===== src/rtl/zapper_sense_pkg.sv =====
// Shared game package: screen-size defaults, field widths, aim FSM states
// and the pixel brightness helper.
`timescale 1ns/1ps
package zapper_sense_pkg;

  localparam int unsigned H_ACTIVE_DEF = 640;
  localparam int unsigned V_ACTIVE_DEF = 480;

  localparam int unsigned COORD_W = 10;
  localparam int unsigned COLOR_W = 8;
  localparam int unsigned SUM_W   = 10;
  localparam int unsigned CNT_W   = 9;
  localparam int unsigned BOX_W   = 11;

  typedef enum logic [1:0] {
    IDLE,
    WAIT_FRAME,
    SAMPLE,
    DONE
  } zs_state_e;

  // Zero-extended R+G+B; 3*255 fits in 10 bits.
  function automatic logic [SUM_W-1:0] luma_sum(input logic [COLOR_W-1:0] r,
                                                input logic [COLOR_W-1:0] g,
                                                input logic [COLOR_W-1:0] b);
    return SUM_W'(r) + SUM_W'(g) + SUM_W'(b);
  endfunction

endpackage


===== src/rtl/zapper_sense_if.sv =====
// Light-gun sense bus: monitor-side video taps, trigger/aim in, result out.
//   master : video source / game logic (drives video, shot, aim)
//   slave  : zapper_sense (drives busy, hit_valid, hit, bright_cnt, sync_err)
`timescale 1ns/1ps
interface zapper_sense_if;
  import zapper_sense_pkg::*;

  logic               pix_en;
  logic               VGA_HS;
  logic               VGA_VS;
  logic               VGA_BLANK_N;
  logic [COLOR_W-1:0] VGA_R;
  logic [COLOR_W-1:0] VGA_G;
  logic [COLOR_W-1:0] VGA_B;
  logic               shot;
  logic [COORD_W-1:0] aim_x;
  logic [COORD_W-1:0] aim_y;
  logic               busy;
  logic               hit_valid;
  logic               hit;
  logic [CNT_W-1:0]   bright_cnt;
  logic               sync_err;

  modport master (
    output pix_en, VGA_HS, VGA_VS, VGA_BLANK_N, VGA_R, VGA_G, VGA_B,
    output shot, aim_x, aim_y,
    input  busy, hit_valid, hit, bright_cnt, sync_err
  );

  modport slave (
    input  pix_en, VGA_HS, VGA_VS, VGA_BLANK_N, VGA_R, VGA_G, VGA_B,
    input  shot, aim_x, aim_y,
    output busy, hit_valid, hit, bright_cnt, sync_err
  );

endinterface


===== src/rtl/zapper_sense_vga_pos_tracker.sv =====
// Recovers the current pixel position from the monitor-side VGA timing.
//   i_clk, i_rst        : clock, synchronous active-high reset
//   i_pix_en            : one-clock pixel strobe
//   i_hs, i_vs          : active-low syncs
//   i_blank_n           : high during active video
//   o_x, o_y            : position of the pixel presented this cycle
//   o_active_c          : a pixel is presented this cycle
//   o_line_end_c        : HS falling edge
//   o_frame_start_c     : VS falling edge
//   o_sync_err          : sticky, a line with video had the wrong length
`timescale 1ns/1ps
module vga_pos_tracker
  import zapper_sense_pkg::*;
#(
  parameter int unsigned H_ACTIVE = H_ACTIVE_DEF
) (
  input  logic               i_clk,
  input  logic               i_rst,
  input  logic               i_pix_en,
  input  logic               i_hs,
  input  logic               i_vs,
  input  logic               i_blank_n,
  output logic [COORD_W-1:0] o_x,
  output logic [COORD_W-1:0] o_y,
  output logic               o_active_c,
  output logic               o_line_end_c,
  output logic               o_frame_start_c,
  output logic               o_sync_err
);

  logic               r_hs;
  logic               r_vs;
  logic               r_blank_n;
  logic               r_line_act;
  logic               r_sync_err;
  logic [COORD_W-1:0] r_x;
  logic [COORD_W-1:0] r_y;

  logic w_hs_fall;
  logic w_vs_fall;
  logic w_active;

  assign w_hs_fall = r_hs & ~i_hs;
  assign w_vs_fall = r_vs & ~i_vs;
  assign w_active  = i_pix_en & i_blank_n;

  // Sync edge detect, pixel/line counters and line-length check.
  // r_blank_n resets low so a reset released in blanking cannot mark a
  // partial line as active.
  always_ff @(posedge i_clk) begin
    if (i_rst) begin
      r_hs       <= 1'b1;
      r_vs       <= 1'b1;
      r_blank_n  <= 1'b0;
      r_line_act <= 1'b0;
      r_sync_err <= 1'b0;
      r_x        <= '0;
      r_y        <= '0;
    end else begin
      r_hs      <= i_hs;
      r_vs      <= i_vs;
      r_blank_n <= i_blank_n;

      if (w_hs_fall)        r_x <= '0;
      else if (w_active)    r_x <= r_x + COORD_W'(1);

      if (w_vs_fall)                      r_y <= '0;
      else if (w_hs_fall && r_line_act)   r_y <= r_y + COORD_W'(1);

      if (w_hs_fall)        r_line_act <= 1'b0;
      else if (r_blank_n)   r_line_act <= 1'b1;

      if (w_hs_fall && r_line_act && (r_x != COORD_W'(H_ACTIVE)))
        r_sync_err <= 1'b1;
    end
  end

  assign o_x             = r_x;
  assign o_y             = r_y;
  assign o_active_c      = w_active;
  assign o_line_end_c    = w_hs_fall;
  assign o_frame_start_c = w_vs_fall;
  assign o_sync_err      = r_sync_err;

endmodule


===== src/rtl/zapper_sense.sv =====
// Light-gun (zapper) sensor: on a trigger, counts bright pixels inside a
// square aim box over one full frame and reports hit / bright count.
//   Clk, Reset : clock, synchronous active-high reset
//   bus        : zapper_sense_if.slave (video taps, shot/aim in, results out)
`timescale 1ns/1ps
module zapper_sense
  import zapper_sense_pkg::*;
#(
  parameter int unsigned H_ACTIVE = H_ACTIVE_DEF,
  parameter int unsigned V_ACTIVE = V_ACTIVE_DEF,
  parameter int unsigned BOX_HALF = 8,
  parameter int unsigned LUMA_TH  = 600,
  parameter int unsigned HIT_TH   = 64
) (
  input  logic           Clk,
  input  logic           Reset,
  zapper_sense_if.slave  bus
);

  logic [COORD_W-1:0] w_x;
  logic [COORD_W-1:0] w_y;
  logic               w_active;
  logic               w_line_end;
  logic               w_frame_start;
  logic               w_sync_err;

  vga_pos_tracker #(
    .H_ACTIVE (H_ACTIVE)
  ) u_pos (
    .i_clk           (Clk),
    .i_rst           (Reset),
    .i_pix_en        (bus.pix_en),
    .i_hs            (bus.VGA_HS),
    .i_vs            (bus.VGA_VS),
    .i_blank_n       (bus.VGA_BLANK_N),
    .o_x             (w_x),
    .o_y             (w_y),
    .o_active_c      (w_active),
    .o_line_end_c    (w_line_end),
    .o_frame_start_c (w_frame_start),
    .o_sync_err      (w_sync_err)
  );

  zs_state_e          r_state;
  logic               r_busy;
  logic               r_hit_valid;
  logic               r_hit;
  logic [CNT_W-1:0]   r_bright_cnt;
  logic [CNT_W-1:0]   r_cnt;
  logic [COORD_W-1:0] r_aim_x;
  logic [COORD_W-1:0] r_aim_y;

  zs_state_e          w_state_nxt;
  logic               w_busy_nxt;
  logic               w_hit_valid_nxt;
  logic               w_hit_nxt;
  logic [CNT_W-1:0]   w_bright_cnt_nxt;
  logic [CNT_W-1:0]   w_cnt_nxt;
  logic [COORD_W-1:0] w_aim_x_nxt;
  logic [COORD_W-1:0] w_aim_y_nxt;

  // Box bounds in signed 11 bits so a box near the top/left edge clips at 0.
  logic signed [BOX_W-1:0] w_xs;
  logic signed [BOX_W-1:0] w_ys;
  logic signed [BOX_W-1:0] w_x_lo;
  logic signed [BOX_W-1:0] w_x_hi;
  logic signed [BOX_W-1:0] w_y_lo;
  logic signed [BOX_W-1:0] w_y_hi;
  logic                    w_in_box;
  logic                    w_on_screen;
  logic                    w_bright;
  logic                    w_count_en;

  assign w_xs   = $signed({1'b0, w_x});
  assign w_ys   = $signed({1'b0, w_y});
  assign w_x_lo = $signed({1'b0, r_aim_x}) - $signed(BOX_W'(BOX_HALF));
  assign w_x_hi = $signed({1'b0, r_aim_x}) + $signed(BOX_W'(BOX_HALF));
  assign w_y_lo = $signed({1'b0, r_aim_y}) - $signed(BOX_W'(BOX_HALF));
  assign w_y_hi = $signed({1'b0, r_aim_y}) + $signed(BOX_W'(BOX_HALF));

  assign w_in_box    = (w_xs >= w_x_lo) && (w_xs < w_x_hi) &&
                       (w_ys >= w_y_lo) && (w_ys < w_y_hi);
  assign w_on_screen = (w_x < COORD_W'(H_ACTIVE)) && (w_y < COORD_W'(V_ACTIVE));
  assign w_bright    = luma_sum(bus.VGA_R, bus.VGA_G, bus.VGA_B) >= SUM_W'(LUMA_TH);
  assign w_count_en  = w_active && w_on_screen && w_in_box && w_bright;

  // State register.
  always_ff @(posedge Clk) begin
    if (Reset) r_state <= IDLE;
    else       r_state <= w_state_nxt;
  end

  // Next state and next values of the registered outputs. The result is
  // loaded on the SAMPLE->DONE transition so it is visible during DONE.
  always_comb begin
    w_state_nxt      = r_state;
    w_busy_nxt       = r_busy;
    w_hit_valid_nxt  = 1'b0;
    w_hit_nxt        = r_hit;
    w_bright_cnt_nxt = r_bright_cnt;
    w_cnt_nxt        = r_cnt;
    w_aim_x_nxt      = r_aim_x;
    w_aim_y_nxt      = r_aim_y;

    unique case (r_state)
      IDLE: begin
        if (bus.shot) begin
          w_state_nxt = WAIT_FRAME;
          w_busy_nxt  = 1'b1;
          w_cnt_nxt   = '0;
          w_aim_x_nxt = bus.aim_x;
          w_aim_y_nxt = bus.aim_y;
        end
      end
      WAIT_FRAME: begin
        if (w_frame_start) w_state_nxt = SAMPLE;
      end
      SAMPLE: begin
        if (w_count_en && (r_cnt != '1)) w_cnt_nxt = r_cnt + CNT_W'(1);
        if (w_frame_start) begin
          w_state_nxt      = DONE;
          w_hit_valid_nxt  = 1'b1;
          w_hit_nxt        = (w_cnt_nxt >= CNT_W'(HIT_TH));
          w_bright_cnt_nxt = w_cnt_nxt;
        end
      end
      DONE: begin
        w_state_nxt = IDLE;
        w_busy_nxt  = 1'b0;
      end
      default: begin
        w_state_nxt = IDLE;
        w_busy_nxt  = 1'b0;
      end
    endcase
  end

  // Output and datapath registers.
  always_ff @(posedge Clk) begin
    if (Reset) begin
      r_busy       <= 1'b0;
      r_hit_valid  <= 1'b0;
      r_hit        <= 1'b0;
      r_bright_cnt <= '0;
      r_cnt        <= '0;
      r_aim_x      <= '0;
      r_aim_y      <= '0;
    end else begin
      r_busy       <= w_busy_nxt;
      r_hit_valid  <= w_hit_valid_nxt;
      r_hit        <= w_hit_nxt;
      r_bright_cnt <= w_bright_cnt_nxt;
      r_cnt        <= w_cnt_nxt;
      r_aim_x      <= w_aim_x_nxt;
      r_aim_y      <= w_aim_y_nxt;
    end
  end

  assign bus.busy       = r_busy;
  assign bus.hit_valid  = r_hit_valid;
  assign bus.hit        = r_hit;
  assign bus.bright_cnt = r_bright_cnt;
  assign bus.sync_err   = w_sync_err;

endmodule


===== src/flat_wrapper.sv =====
// flat-port wrapper written by rule: the top's interface ports become plain ports
module zapper_sense_flat import zapper_sense_pkg::*;
#(
  parameter int unsigned H_ACTIVE = H_ACTIVE_DEF,
  parameter int unsigned V_ACTIVE = V_ACTIVE_DEF,
  parameter int unsigned BOX_HALF = 8,
  parameter int unsigned LUMA_TH  = 600,
  parameter int unsigned HIT_TH   = 64
)
  (Clk, Reset, bus_pix_en, bus_VGA_HS, bus_VGA_VS, bus_VGA_BLANK_N, bus_VGA_R, bus_VGA_G, bus_VGA_B, bus_shot, bus_aim_x, bus_aim_y, bus_busy, bus_hit_valid, bus_hit, bus_bright_cnt, bus_sync_err);
  zapper_sense_if bus_i ();
  input  logic Clk;
  input  logic Reset;
  input wire logic [$bits(bus_i.pix_en)-1:0] bus_pix_en;
  input wire logic [$bits(bus_i.VGA_HS)-1:0] bus_VGA_HS;
  input wire logic [$bits(bus_i.VGA_VS)-1:0] bus_VGA_VS;
  input wire logic [$bits(bus_i.VGA_BLANK_N)-1:0] bus_VGA_BLANK_N;
  input wire logic [$bits(bus_i.VGA_R)-1:0] bus_VGA_R;
  input wire logic [$bits(bus_i.VGA_G)-1:0] bus_VGA_G;
  input wire logic [$bits(bus_i.VGA_B)-1:0] bus_VGA_B;
  input wire logic [$bits(bus_i.shot)-1:0] bus_shot;
  input wire logic [$bits(bus_i.aim_x)-1:0] bus_aim_x;
  input wire logic [$bits(bus_i.aim_y)-1:0] bus_aim_y;
  output wire logic [$bits(bus_i.busy)-1:0] bus_busy;
  output wire logic [$bits(bus_i.hit_valid)-1:0] bus_hit_valid;
  output wire logic [$bits(bus_i.hit)-1:0] bus_hit;
  output wire logic [$bits(bus_i.bright_cnt)-1:0] bus_bright_cnt;
  output wire logic [$bits(bus_i.sync_err)-1:0] bus_sync_err;
  assign bus_i.pix_en = bus_pix_en;
  assign bus_i.VGA_HS = bus_VGA_HS;
  assign bus_i.VGA_VS = bus_VGA_VS;
  assign bus_i.VGA_BLANK_N = bus_VGA_BLANK_N;
  assign bus_i.VGA_R = bus_VGA_R;
  assign bus_i.VGA_G = bus_VGA_G;
  assign bus_i.VGA_B = bus_VGA_B;
  assign bus_i.shot = bus_shot;
  assign bus_i.aim_x = bus_aim_x;
  assign bus_i.aim_y = bus_aim_y;
  assign bus_busy = bus_i.busy;
  assign bus_hit_valid = bus_i.hit_valid;
  assign bus_hit = bus_i.hit;
  assign bus_bright_cnt = bus_i.bright_cnt;
  assign bus_sync_err = bus_i.sync_err;
  zapper_sense #(.H_ACTIVE(H_ACTIVE), .V_ACTIVE(V_ACTIVE), .BOX_HALF(BOX_HALF), .LUMA_TH(LUMA_TH), .HIT_TH(HIT_TH)) u_core (.Clk(Clk), .Reset(Reset), .bus(bus_i));
endmodule

===== config.mk =====
export PLATFORM = sky130hd
export DESIGN_NAME = zapper_sense_flat
export DESIGN_NICKNAME = d
export VERILOG_FILES = /design/src/rtl/zapper_sense_pkg.sv /design/src/rtl/zapper_sense_if.sv /design/src/rtl/zapper_sense_vga_pos_tracker.sv /design/src/rtl/zapper_sense.sv /design/src/flat_wrapper.sv
export SDC_FILE = /design/constraint.sdc
export NUM_CORES = 1
export LEC_CHECK = 0
export ABC_AREA = 1
export CAP_MARGIN = 10
export CORE_MARGIN = 1.5
export CORE_UTILIZATION = 60
export DETAILED_ROUTE_END_ITERATION = 7
export PLACE_DENSITY = 0.86
export SYNTH_ARGS = -nofsm -noshare
export SYNTH_HDL_FRONTEND = slang
export SYNTH_SLANG_ARGS = --single-unit

===== constraint.sdc =====
create_clock -name Clk -period 6.41 [get_ports Clk]
set_input_delay 1.6025 -clock Clk [delete_from_list [all_inputs] [get_ports Clk]]
set_output_delay 1.6025 -clock Clk [all_outputs]
set_load 0.02 [all_outputs]

==> qor.yml <==
status:
  status: "completed"
setup_path:
  cp_common_cell: "nand2_1"
  r2r_end: "u_core.bus.bright_cnt[0]"
  critPathKind: "primary input to flip-flop"
  r2r-start: "u_core.r_aim_y[3]"
  arrival_ns: 5.08
  timing.critical_path.from: "bus_VGA_R[0]"
  cp.required_ns: 6.66
  endpoint: "u_core.bus.bright_cnt[0]"
  reg2reg_depth: 20
  cp_slowest_cell: "clkdlybuf4s50_1"
  worst-path-max-fanout: 8
  end_kind: "flip-flop"
  worst_setup_path_start_kind: "primary input"
  slowest_delay_ns: 0.47
  regToRegSetupSlack_ns: 3.25
place:
  pre_cts_ws_ns: 1.29
  hpwl_um: 8050
  place.gp.congestion: 0.830
  io_buffers: 63
routing:
  wl_um: 10900
  drtIter0Drc: 200
  ant_nets: 0
  viasPerCell: 5.38
  drc: 0
  vias: 4435
  drt_pass1_iterations: 4
  wire_per_inst_um: 13.2
power_and_ir_drop:
  power_frac_comb_pct: 39.6
  p_per_area_nw_per_um2: 271
  ir_drop_mv: 0.151
  p_sw_share_pct: 38.9
  seqPwrFrac_pct: 34.1
  finalPower_mw: 1.54
  p_int_mw: 0.944
  leakage_nw: 2.48
  p_clk_share_pct: 26.3
  p_switching_mw: 0.600
cts:
  clk_pin_slew_ns: 0.08
  cts_hold_buf: 0
  cts_resized: 0
  cts.sinks: 68
  numCtsBuffers: 9
  post_cts_buffers: 0
  cts_max_level: 3
  cts_tree: "yes"
  cts_root_buffer: "clkbuf_8"
  clk_latency_ns: 0.36
  cts_buffer_depth: 2
finish:
  final_util_pct: 73.7
  nets: 831
  mostFrequentLayoutCells: "nand2_1, inv_1, dfxtp_1"
  insertedDiodeCount: 0
  mostFrequentLayoutCell: "nand2_1"
  area_growth_pct: 19.2
  drive_above_1_share_pct: 6.09
sta:
  worst_pin_slew_ns: 0.997
  worst_slack_ns: 1.58
  skew_ns: 0.0112
  rsz0062_at_grt: "no"
  finalSetupViolCount: 0
  fin_crit_sh_pct: 75.3
  finalHoldViolCount: 0
  maxSlewViolCount: 0
  fin_setup_tns_ns: 0
  max_freq_mhz: 207
  period_needed_ns: 4.83
  slew-limit-headroom_pct: 33.4
synth:
  synth_edf_count: 0
  syn_area_per_cell_sq_um: 7.28
  ys_warn_count: 0
  synth_top_flop_cell: "dfxtp_1"
  netlist_area_sq_um: 4770
  synth_seq_area_share_pct: 28.5
  synthArstFlopShare_pct: 0
  synth.ff_latch_count: 68
  synth.distinct_cells: 43
  syn-num-nets: 770
  synthCells: 656
min_path:
  hold_class: "flip-flop to flip-flop"
global_route:
  gr-total-overflow: 0
  grt_max_degree: 36
  antenna_found_initial: 0
  grt_usage_pct: 27.3
  grt_pass1_wl_um: 18800
  grt_pass1_vias: 4427
floorplan:
  initial_core_util_pct: 61.8
  coreArea_sq_um: 7730
  fp.dieH_um: 92.2
  die_width_um: 92.2
  boundaryPins: 64
  die-area_sq_um: 8500
  num_rows: 32
flow_run:
  maxCapViolations: 0
[worst max-delay path: cells and delay by family]
kind | cells | cell delay (ns)
buffers and inverters | 5 | 0.75
and+or+nand+nor | 11 | 0.98
AOI/OAI and AO/OA | 5 | 0.73
adders and majority gates | 3 | 0.90
xor gates and xnor gates | 1 | 0.13
[registers in the layout, indices dropped and copies added, names as in the netlist]
signal / count
u_core.r_aim_x: 10
u_core.bus.hit: 1
u_core.u_pos.o_y: 10
u_core.bus.bright_cnt: 9
u_core.r_aim_y: 10
u_core.u_pos.o_sync_err: 1
u_core.u_pos.r_hs: 1
u_core.u_pos.r_blank_n: 1
u_core.r_cnt: 9
u_core.u_pos.r_vs: 1
u_core.u_pos.r_line_act: 1
u_core.r_state: 2
u_core.u_pos.o_x: 10
u_core.bus.hit_valid: 1
u_core.bus.busy: 1
[metal layers]
metal | vias up | share of wire [%] | track usage [%]
met1 | 1995 | 44 | 32.5
li1 | 2269 | - | -
met5 | - | 0 | 0
met3 | 32 | 4.6 | 4.81
met2 | 139 | 49 | 47.6
met4 | 0 | 2.8 | 12.7
[cell usage after synthesis, types with 3 or more instances]
library cell | instances | share of area (%)
a21o_1 | 3 | 0.47
a21oi_1 | 59 | 6.2
a21oi_2 | 7 | 1.3
clkbuf_1 | 8 | 0.63
dfxtp_1 | 68 | 29
ha_1 | 61 | 16
inv_1 | 95 | 7.5
nand2_1 | 120 | 9.4
nand2_2 | 4 | 0.52
nand3_1 | 34 | 3.6
nand3b_1 | 3 | 0.47
nand4_1 | 9 | 1.2
nor2_1 | 52 | 4.1
nor3_1 | 12 | 1.3
o211ai_1 | 4 | 0.63
o21a_1 | 3 | 0.47
o21ai_0 | 39 | 4.1
o21ai_1 | 4 | 0.42
o21ai_2 | 3 | 0.55
o21bai_1 | 5 | 0.79
or2_2 | 3 | 0.39
xnor2_1 | 16 | 2.9
xor2_1 | 20 | 3.7
[power by group through the flow]
| stage | Combinational [mW] | Clock [mW] | Sequential (mW) |
|---|---|---|---|
| after CTS | 0.612 | 0.412 | 0.527 |
| after global routing | 0.693 | 0.427 | 0.535 |
| after detailed placement | 0.606 | 0 | 0.535 |
| after global placement | 0.575 | 0 | 0.533 |
| after floorplan | 0.454 | 0 | 0.527 |
| final | 0.611 | 0.406 | 0.527 |
[per-stage QoR]
step | hold slack [ns] | cells | cell area [sq um]
after floorplan | 0.425 | 656 | 4770
after global routing | 0.487 | 824 | 5690
after CTS | 0.457 | 824 | 5690
after detailed placement | 0.443 | 808 | 5470
final | 0.461 | 824 | 5690
after global placement | 0.441 | 808 | 5470
[area by class of cell]
cell class                 count  area [sq um]
clock buffer                   9           124
sequential                    68          1360
inverter                      97           369
fill                         563          2030
clock inverter                 7          98.8
tap                          102           128
multi-input combinational    478          2980
timing repair buffer          63           631
[cells by family (layout without fill, tap and decap cells)]
logic type      Yosys count  in the layout  synth area share, %
fa+ha+maj                63             63                 16.8
xor+xnor                 36             36                 6.60
compound gates          130            130                 15.4
simple gates            249            249                 23.6
buf+inv                 110            176                 9.04
flops                    68             68                 28.5
[worst min path at each step]
stage,cells past startpoint,endpoint,start
finish,2,u_core.u_pos.o_sync_err,u_core.u_pos.o_sync_err
global route,2,u_core.r_aim_x[1],u_core.r_aim_x[1]
CTS,2,u_core.u_pos.o_sync_err,u_core.u_pos.o_sync_err
detailed placement,2,u_core.u_pos.o_sync_err,u_core.u_pos.o_sync_err
global placement,2,u_core.u_pos.r_line_act,u_core.u_pos.r_blank_n
floorplan,2,u_core.u_pos.r_line_act,u_core.u_pos.r_blank_n
Note: power is estimated with default switching activity, not from simulation.
